**src/rtl/lcd_hd44780_driver.sv**
```systemverilog
// HD44780 16x2 write-only driver: power-on init, then two-row redraw per refresh.
// Define LCD_CLEAR_ON_REFRESH_EN to prefix every frame with a 0x01 clear.
module lcd_hd44780_driver #(
   parameter int T_POWERON = 4_000_000,
   parameter int T_SETUP   = 10,
   parameter int T_E       = 50,
   parameter int T_CMD     = 4_000,
   parameter int T_CLEAR   = 164_000
) (
   input  logic         clk,
   input  logic         reset_btn,
   input  logic [127:0] line1,
   input  logic [127:0] line2,
   input  logic         refresh,
   output logic         ready,
   output logic         lcd_rs,
   output logic         lcd_rw,
   output logic         lcd_e,
   output logic [7:0]   lcd_data
);

   function automatic int max2(input int a, input int b);
      return (a > b) ? a : b;
   endfunction

   localparam int T_MAX = max2(max2(T_POWERON, T_CLEAR),
                               max2(max2(T_SETUP, T_E), T_CMD));
   localparam int CW    = $clog2(T_MAX + 1);

`ifdef LCD_CLEAR_ON_REFRESH_EN
   localparam int OFF = 1;
`else
   localparam int OFF = 0;
`endif

   localparam logic [5:0] LAST_INIT  = 6'd3;
   localparam logic [5:0] LAST_FRAME = 6'(33 + OFF);

   typedef enum logic [1:0] {PWR_WAIT, INIT, IDLE, FRAME} top_t;
   typedef enum logic [1:0] {W_SETUP, W_PULSE, W_HOLD, W_WAIT} wst_t;

   top_t           state_q, state_d;
   wst_t           wst_q, wst_d;
   logic [CW-1:0]  cnt_q, cnt_d;
   logic [5:0]     idx_q, idx_d;
   logic           pend_q, pend_d;
   logic           ready_q, ready_d;
   logic           e_q, e_d;
   logic           rs_q;
   logic [7:0]     data_q;
   logic [127:0]   sh1_q, sh1_d, sh2_q, sh2_d;
   logic [127:0]   fb1_q, fb1_d, fb2_q, fb2_d;
   logic           load;
   logic [8:0]     byte_d;
   logic [CW-1:0]  wait_end;
   logic [5:0]     last_idx;

   // {rs, data} of write number idx within the current INIT or FRAME sequence.
   function automatic logic [8:0] byte_sel(
      input top_t         st,
      input logic [5:0]   idx,
      input logic [127:0] l1,
      input logic [127:0] l2
   );
      logic [5:0] j;
      logic [3:0] k;
      byte_sel = 9'h000;
      j = idx - 6'(OFF);
      k = 4'd0;
      if (st == INIT) begin
         unique case (idx[1:0])
            2'd0: byte_sel = {1'b0, 8'h38};
            2'd1: byte_sel = {1'b0, 8'h0C};
            2'd2: byte_sel = {1'b0, 8'h01};
            2'd3: byte_sel = {1'b0, 8'h06};
         endcase
      end else if (OFF == 1 && idx == 6'd0) begin
         byte_sel = {1'b0, 8'h01};
      end else if (j == 6'd0) begin
         byte_sel = {1'b0, 8'h80};
      end else if (j <= 6'd16) begin
         k = 4'(j - 6'd1);
         byte_sel = {1'b1, 8'(l1 >> {4'd15 - k, 3'b000})};
      end else if (j == 6'd17) begin
         byte_sel = {1'b0, 8'hC0};
      end else begin
         k = 4'(j - 6'd18);
         byte_sel = {1'b1, 8'(l2 >> {4'd15 - k, 3'b000})};
      end
   endfunction

   assign wait_end = (!rs_q && data_q == 8'h01) ? CW'(T_CLEAR - 1)
                                                : CW'(T_CMD - 1);
   assign last_idx = (state_q == INIT) ? LAST_INIT : LAST_FRAME;

   always_comb begin
      state_d = state_q;
      wst_d   = wst_q;
      cnt_d   = cnt_q + 1'b1;
      idx_d   = idx_q;
      pend_d  = pend_q;
      sh1_d   = sh1_q;
      sh2_d   = sh2_q;
      fb1_d   = fb1_q;
      fb2_d   = fb2_q;
      load    = 1'b0;

      if (refresh) begin
         sh1_d = line1;
         sh2_d = line2;
         if (state_q != IDLE) pend_d = 1'b1;
      end

      case (state_q)
         PWR_WAIT: begin
            if (cnt_q == CW'(T_POWERON - 1)) begin
               state_d = INIT;
               wst_d   = W_SETUP;
               cnt_d   = '0;
               idx_d   = '0;
               load    = 1'b1;
            end
         end
         IDLE: begin
            cnt_d = '0;
            if (refresh || pend_q) begin
               pend_d  = 1'b0;
               fb1_d   = sh1_d;
               fb2_d   = sh2_d;
               state_d = FRAME;
               wst_d   = W_SETUP;
               idx_d   = '0;
               load    = 1'b1;
            end
         end
         default: begin
            unique case (wst_q)
               W_SETUP: begin
                  if (cnt_q == CW'(T_SETUP - 1)) begin
                     wst_d = W_PULSE;
                     cnt_d = '0;
                  end
               end
               W_PULSE: begin
                  if (cnt_q == CW'(T_E - 1)) begin
                     wst_d = W_HOLD;
                     cnt_d = '0;
                  end
               end
               W_HOLD: begin
                  if (cnt_q == CW'(T_SETUP - 1)) begin
                     wst_d = W_WAIT;
                     cnt_d = '0;
                  end
               end
               W_WAIT: begin
                  if (cnt_q == wait_end) begin
                     cnt_d = '0;
                     if (idx_q == last_idx) begin
                        state_d = IDLE;
                     end else begin
                        idx_d = idx_q + 6'd1;
                        wst_d = W_SETUP;
                        load  = 1'b1;
                     end
                  end
               end
            endcase
         end
      endcase

      e_d     = (state_d == INIT || state_d == FRAME) && wst_d == W_PULSE;
      ready_d = (state_d == IDLE) && !pend_d;
      byte_d  = byte_sel(state_d, idx_d, fb1_d, fb2_d);
   end

   always_ff @(posedge clk) begin
      if (!reset_btn) begin
         state_q <= PWR_WAIT;
         wst_q   <= W_SETUP;
         cnt_q   <= '0;
         idx_q   <= '0;
         pend_q  <= 1'b0;
         ready_q <= 1'b0;
         e_q     <= 1'b0;
         rs_q    <= 1'b0;
         data_q  <= 8'h00;
         sh1_q   <= '0;
         sh2_q   <= '0;
         fb1_q   <= '0;
         fb2_q   <= '0;
      end else begin
         state_q <= state_d;
         wst_q   <= wst_d;
         cnt_q   <= cnt_d;
         idx_q   <= idx_d;
         pend_q  <= pend_d;
         ready_q <= ready_d;
         e_q     <= e_d;
         sh1_q   <= sh1_d;
         sh2_q   <= sh2_d;
         fb1_q   <= fb1_d;
         fb2_q   <= fb2_d;
         if (load) begin
            rs_q   <= byte_d[8];
            data_q <= byte_d[7:0];
         end
      end
   end

   assign ready    = ready_q;
   assign lcd_rs   = rs_q;
   assign lcd_rw   = 1'b0;
   assign lcd_e    = e_q;
   assign lcd_data = data_q;

endmodule

```
**config.mk**
```make
export PLATFORM = sky130hd
export DESIGN_NAME = lcd_hd44780_driver
export DESIGN_NICKNAME = d
export VERILOG_FILES = /design/src/rtl/lcd_hd44780_driver.sv
export SDC_FILE = /design/constraint.sdc
export NUM_CORES = 1
export LEC_CHECK = 0
export ABC_AREA = 1
export CORE_MARGIN = 2
export CORE_UTILIZATION = 50
export DETAILED_ROUTE_END_ITERATION = 8
export HOLD_SLACK_MARGIN = 0.02
export PLACE_DENSITY = 0.78
export SETUP_SLACK_MARGIN = 0.05
export SLEW_MARGIN = 20
export SYNTH_ARGS = -nofsm -noshare
export SYNTH_HDL_FRONTEND = slang
export SYNTH_SLANG_ARGS = --single-unit
```
**constraint.sdc**
```tcl
create_clock -name clk -period 4.92 [get_ports clk]
set_input_delay 0.492 -clock clk [delete_from_list [all_inputs] [get_ports clk]]
set_output_delay 0.492 -clock clk [all_outputs]
set_load 0.02 [all_outputs]
```
---- Word-level counts from Yosys, hierarchy flattened ----
Cells that the tools add are included.
storage, ports and cells
  register bits ........................... 556
  input port bits ......................... 259
  output and inout port bits .............. 12
  word-level logic and storage cells ...... 104
cells by class
  add/sub/neg operators ................... 6
  magnitude comparators ................... 1
  equal/unequal tests ..................... 20
  shift-type cells ........................ 2
  multiplexer cells ....................... 50
  reductions and logical operators ........ 12
operators by type and width
  kind                                                   number
  2-to-1 mux 128 bit                                     6
  >> shifter 128 x 7 -> 8 bit                            2
  2-to-1 mux 22 bit                                      4
  case mux 22 bit (3 select lines)                       1
  case mux 22 bit (2 select lines)                       1
  2-to-1 mux 6 bit                                       6
  2-to-1 mux 9 bit                                       4
  case mux 9 bit (4 select lines)                        1
  2-to-1 mux 2 bit                                       12
  adder 22 x 1 -> 22 bit (second input constant)         1
  equality test 22 x 18 -> 1 bit                         1
  equality test 22 bit (second input constant)           1
  equality test 22 x 4 -> 1 bit (second input constant)  1
  equality test 22 x 6 -> 1 bit (second input constant)  1
  2-to-1 mux 18 bit                                      1
  equality test 2 bit (second input constant)            7
  case mux 6 bit (2 select lines)                        1
  equality test 2 x 1 -> 1 bit (second input constant)   5
  2-to-1 mux 1 bit                                       9
  equality test 8 x 1 -> 1 bit (second input constant)   1
  case mux 2 bit (2 select lines)                        2
  case mux 2 bit (4 select lines)                        1
  subtractor 4 bit (first input constant)                2
  adder 6 x 1 -> 6 bit (second input constant)           1
  other kinds (13)                                       19

---- Longest topological paths before layout ----
  depth after elaboration ................. 14
  gate-level depth with buffers ........... 26
  mapped depth without buffers ............ 24

---- Worst setup path before layout ----
OpenSTA, ideal clock, no wires.
  kind .................................... register to register
  start point ............................. register cnt_q[0]
  end point ............................... register data_q[6], in the netlist lcd_data[6]
  setup time .............................. 0.133 ns
  data arrival time ....................... 3.321 ns
  required time ........................... 4.787 ns
  path slack .............................. 1.467 ns
  stages on the path, launching flop included .. 24
  path buffers ............................ 4
  period minus slack after synthesis ...... 3.453 ns
  cell sequence ........................... dfxtp_1 ha_1 nand2_1 inv_1 nand2_1 nor2_2 nand4_1 o21ai_4 inv_1 nand4_1 nand2_1 buf_2 ha_1 clkbuf_1 inv_1 clkbuf_1 clkbuf_1 o211ai_1 nand3_1 nand3_1 nand2_1 nand2_1 nand3_1 a21oi_1
on the way
  cells in the longest elaborated chain, start to end .. 11
  elaborated cells on any way between the ends .. 28
  those cells by class .................... add/sub: 4; order compare: 1; eq/ne: 4; shift: 2; mux: 16; reduce/logical: 1
RTL lines
  item                               RTL line  source
  from (decl)                        44        logic [CW-1:0] cnt_q, cnt_d;
  from (signal assigned)             195       cnt_q <= cnt_d;
  equality test 22 x 18 -> 1 bit     157       if (cnt_q == wait_end) begin
  2-to-1 mux 6 bit                   157
  2-to-1 mux 6 bit                   137       unique case (wst_q)
  case mux 6 bit (2 select lines) *  114       case (state_q)
  via idx_d[1]                       45        logic [5:0] idx_q, idx_d;
  subtractor 4 x 2 -> 4 bit          87        k = 4'(j - 6'd18);
  subtractor 4 bit                   88        byte_sel = {1'b1, 8'(l2 >> {4'd15 - k, 3'b000})};
  >> shifter 128 x 7 -> 8 bit        88
  2-to-1 mux 9 bit                   84        end else if (j == 6'd17) begin
  2-to-1 mux 9 bit                   81        end else if (j <= 6'd16) begin
  2-to-1 mux 9 bit *                 79        end else if (j == 6'd0) begin
  2-to-1 mux 9 bit *                 70        if (st == INIT) begin
  to (signal assigned)               206       data_q <= byte_d[7:0];
  to (decl)                          50        logic [7:0] data_q;
Mark *: on every way through the listed nets, which the timed path passes. The rest lies on a longest branch.
A chain may end at the register's enable or synchronous reset.

---- Worst setup path after layout ----
  start point ............................. register cnt_q[0]
  end point ............................... register data_q[5], in the netlist lcd_data[5]
on the way
  cells in the longest elaborated chain, start to end .. 11
  elaborated cells on any way between the ends .. 33
  those cells by class .................... add/sub: 4; order compare: 1; eq/ne: 7; shift: 2; mux: 17; reduce/logical: 2
RTL lines
  item                             RTL line
  equality test 22 x 18 -> 1 bit   157
  2-to-1 mux 6 bit                 157
  2-to-1 mux 6 bit                 137
  case mux 6 bit (2 select lines)  114
  subtractor 4 x 2 -> 4 bit        87
  subtractor 4 bit                 88
  >> shifter 128 x 7 -> 8 bit      88
  2-to-1 mux 9 bit                 84
  2-to-1 mux 9 bit                 81
  2-to-1 mux 9 bit                 79
  2-to-1 mux 9 bit                 70
Parallel ways exist; a longest one is shown, timed or not. The select of a mux whose other input is x is not followed.

==> impl_metrics.yaml <==
global_route:
  grt_max_degree: 286
  antenna_found_initial: 3
  grt_pass1_vias: 19507
  grt_usage_pct: 29.0
  gr-total-overflow: 0
  grt_first_pass_wirelength_microns: 109000
clocking:
  root_buffer: "clkbuf_16"
  cts_hold_buffers: 0
  cts_tree: "built"
  clock_path_buffers: 3
  cts_htree_levels: 2
  cts_sinks: 556
  clock_latency_ps: 620
  postCtsSetupRepairBufs: 0
  worst_setup_hold_path_clk_slew_ps: 60
  numCtsBuffers: 55
  cts_resized: 0
pwr:
  vdd_drop_max_mv: 0.247
  swShare_pct: 22.5
  seqPwrFrac_pct: 48.0
  power_density_nw_per_um2: 350
  p_int_mw: 7.52
  power_mw: 9.72
  switchingPower_mw: 2.19
  p_leak_nw: 11.9
  comb_power_share_pct: 6.7
  pwr-share-clk_pct: 45.3
logic_synthesis:
  synth_async_sr_flop_share_pct: 0
  synth_edf_count: 0
  yosysWarnings: 0
  synth_area_sq_um: 23000
  syn_nets: 3202
  synth-seq-cells: 556
  synth_ff_type: "dfxtp_1"
  synthCells: 2934
  syn_area_per_cell_sq_um: 7.84
  ys_types: 45
  yosysSeqAreaShare_pct: 48.4
floorplanning:
  dieWidth_microns: 219
  coreArea_sq_um: 45400
  start_util_pct: 50.7
  ios: 271
  die_y_microns: 219
  dieArea_sq_um: 47800
  num_rows: 78
place:
  dpl.hpwl_microns: 49700
  pre_cts_ws_ps: 883
  gp_congestion: 0.952
  dpl.cell_count: 3630
  place.port_buffers: 269
  dpl-instance-area_sq_um: 25800
timing:
  setup_tns_ps: 0
  drv_slew: 0
  worst_pin_slew_ps: 1040
  fin_crit_sh_pct: 83.2
  hold_violations: 0
  relSlewSlack_pct: 30.8
  worst_slack_ps: 825
  skew_ps: 22.7
  setup_violations: 0
  finalCriticalPeriod_ps: 4100
  grt_setup_unrepaired: "false"
  timing.fmax_mhz: 244
cells_and_area:
  fin_area_sq_um: 27800
  num-nets-final: 3356
  finalNonFillerCells: 3734
  drive_gt1_share_pct: 4.69
  syn2layout_area_growth_pct: 20.7
routing:
  drt_first_pass_iters: 7
  dr_wl_met2_microns: 32500
  wl_per_cell_microns: 18.9
  met3_length_microns: 5690
  wl_met1_microns: 29900
  wl_microns: 70600
  drt-initial-drc-count: 2266
  top_layer_used: "met5"
  vias: 20457
  viasPerCell: 5.48
  drt.antenna.violating_nets: 0
  drc: 0
setup_path:
  worstSetupEndpointType: "flip-flop"
  worstPathMaxFanout: 80
  cp.arrival_ps: 4640
  cp.required_ps: 5460
  worstSetupPathType: "reg -> reg"
  worst_setup_path_start_kind: "flip-flop"
job:
  cap_viol_max_count: 0
hold_path:
  hold_class: "in -> reg"
status:
  status: "finished clean"
==> path summary, 6_finish.rpt <==
path / start / to / slack [ps] / cells after the start
worst min register to register: cnt_q[0] / cnt_q[0] / 470 / 1
worst min-delay path: refresh / pend_q / 260 / 3
worst max-delay path: cnt_q[0] / lcd_data[5] / 820 / 18
worst max register to register: cnt_q[0] / lcd_data[5] / 820 / 18
==> final cells by class <==
type	instances	area [sq um]
clock buffer	75	1540
antenna	1	2.50
fill	3890	17600
tap	600	751
multi-input combinational	2030	10400
inverter	153	582
sequential	556	11100
timing repair buffer	292	2960
clock inverter	27	364
==> per-stage QoR <==
step | hold slack, ps | utilization, %
finish | 262 | 61.2
global route | 282 | 61.2
CTS | 234 | 61.1
global placement | 447 | 56.9
detailed placement | 466 | 56.9
floorplan | 433 | -
==> power groups by stage <==
stage          sequential (mW)  clock, mW  combinational, mW
2_1_floorplan             4.75          0              0.323
3_3_place_gp              4.75          0              0.635
3_5_place_dp              4.76          0              0.646
4_1_cts                   4.66       4.45              0.652
5_1_grt                   4.67       4.65              0.696
6_report                  4.66       4.40              0.652
==> cell usage in the layout (no fill, tap or decap), types with 9 or more instances in the layout <==
master	netlist	final
nor2_1	598	598
clkbuf_1	123	11
ha_1	9	9
o21ai_0	284	284
clkinv_2	0	12
a21oi_1	45	45
mux2i_1	256	256
nand2_1	521	520
clkbuf_16	0	55
clkbuf_8	0	9
nand4_1	9	9
inv_1	142	141
clkdlybuf4s50_1	0	268
o21ai_1	24	24
nor3_1	19	19
buf_4	10	16
o211ai_1	44	44
nand3_1	165	165
inv_2	10	10
dfxtp_1	556	556
==> metal layers <==
layer	vias to the layer above	track usage, %
met3	152	4.95
met4	2	10.5
li1	9819	-
met2	819	46.7
met1	9665	39.2
met5	-	0
==> kinds of logic (layout without fill, tap and decap cells) <==
group                      Yosys count  after routing  synth area share, %
buffers and inverters              348            547                 6.34
DFF                                556            556                 48.4
and+or+nand+nor                   1340           1340                 23.4
other                                1              2               0.0163
AOI/OAI and AO/OA                  412            412                 9.71
muxes                              256            256                 11.1
adders and majority gates            9              9                0.489
xor gates and xnor gates            12             12                0.522
==> state kept, by name, indices dropped and copies added, names as in the netlist <==
name / cells
fb1_q: 128
fb2_q: 128
sh1_q: 128
sh2_q: 128
cnt_q: 22
lcd_data: 8
idx_q: 6
state_q: 2
wst_q: 2
lcd_e: 1
lcd_rs: 1
pend_q: 1
ready: 1
==> synthesized netlist by cell type (2+ instances only) <==
library cell	n	area [sq um]
a21oi_1	45	225
a311oi_1	2	17.5
a31oi_1	3	18.8
buf_1	9	33.8
buf_2	45	225
buf_4	10	75.1
buf_6	8	90.1
clkbuf_1	123	462
dfxtp_1	556	11100
ha_1	9	113
inv_1	142	533
inv_2	10	37.5
mux2i_1	256	2560
nand2_1	521	1960
nand2_2	2	12.5
nand2_4	3	33.8
nand3_1	165	826
nand3_2	2	20.0
nand4_1	9	56.3
nor2_1	598	2240
nor2_2	5	31.3
nor3_1	19	95.1
nor4_1	2	12.5
o211ai_1	44	330
o21ai_0	284	1420
o21ai_1	24	120
o21ai_4	2	32.5
o22ai_1	3	18.8
or2_0	4	25.0
or2_1	5	31.3
xnor2_1	2	17.5
xor2_1	8	70.1
xor2_2	2	32.5
==> critical path, cell delays in order (launching register included) <==
cell      delay, ps
dfxtp_1         380
ha_1            200
nand2_1          70
inv_1            70
nand2_1          80
nor2_2          180
nand4_1         210
o21ai_4         300
a21oi_2         220
nand2_8         390
buf_4           720
nand2_1         290
o211ai_1        160
nand3_1         110
nand3_1         210
nand2_1          70
nand2_1          60
nand3_1          80
a21oi_1         130
Power figures use the tool's default switching activity.
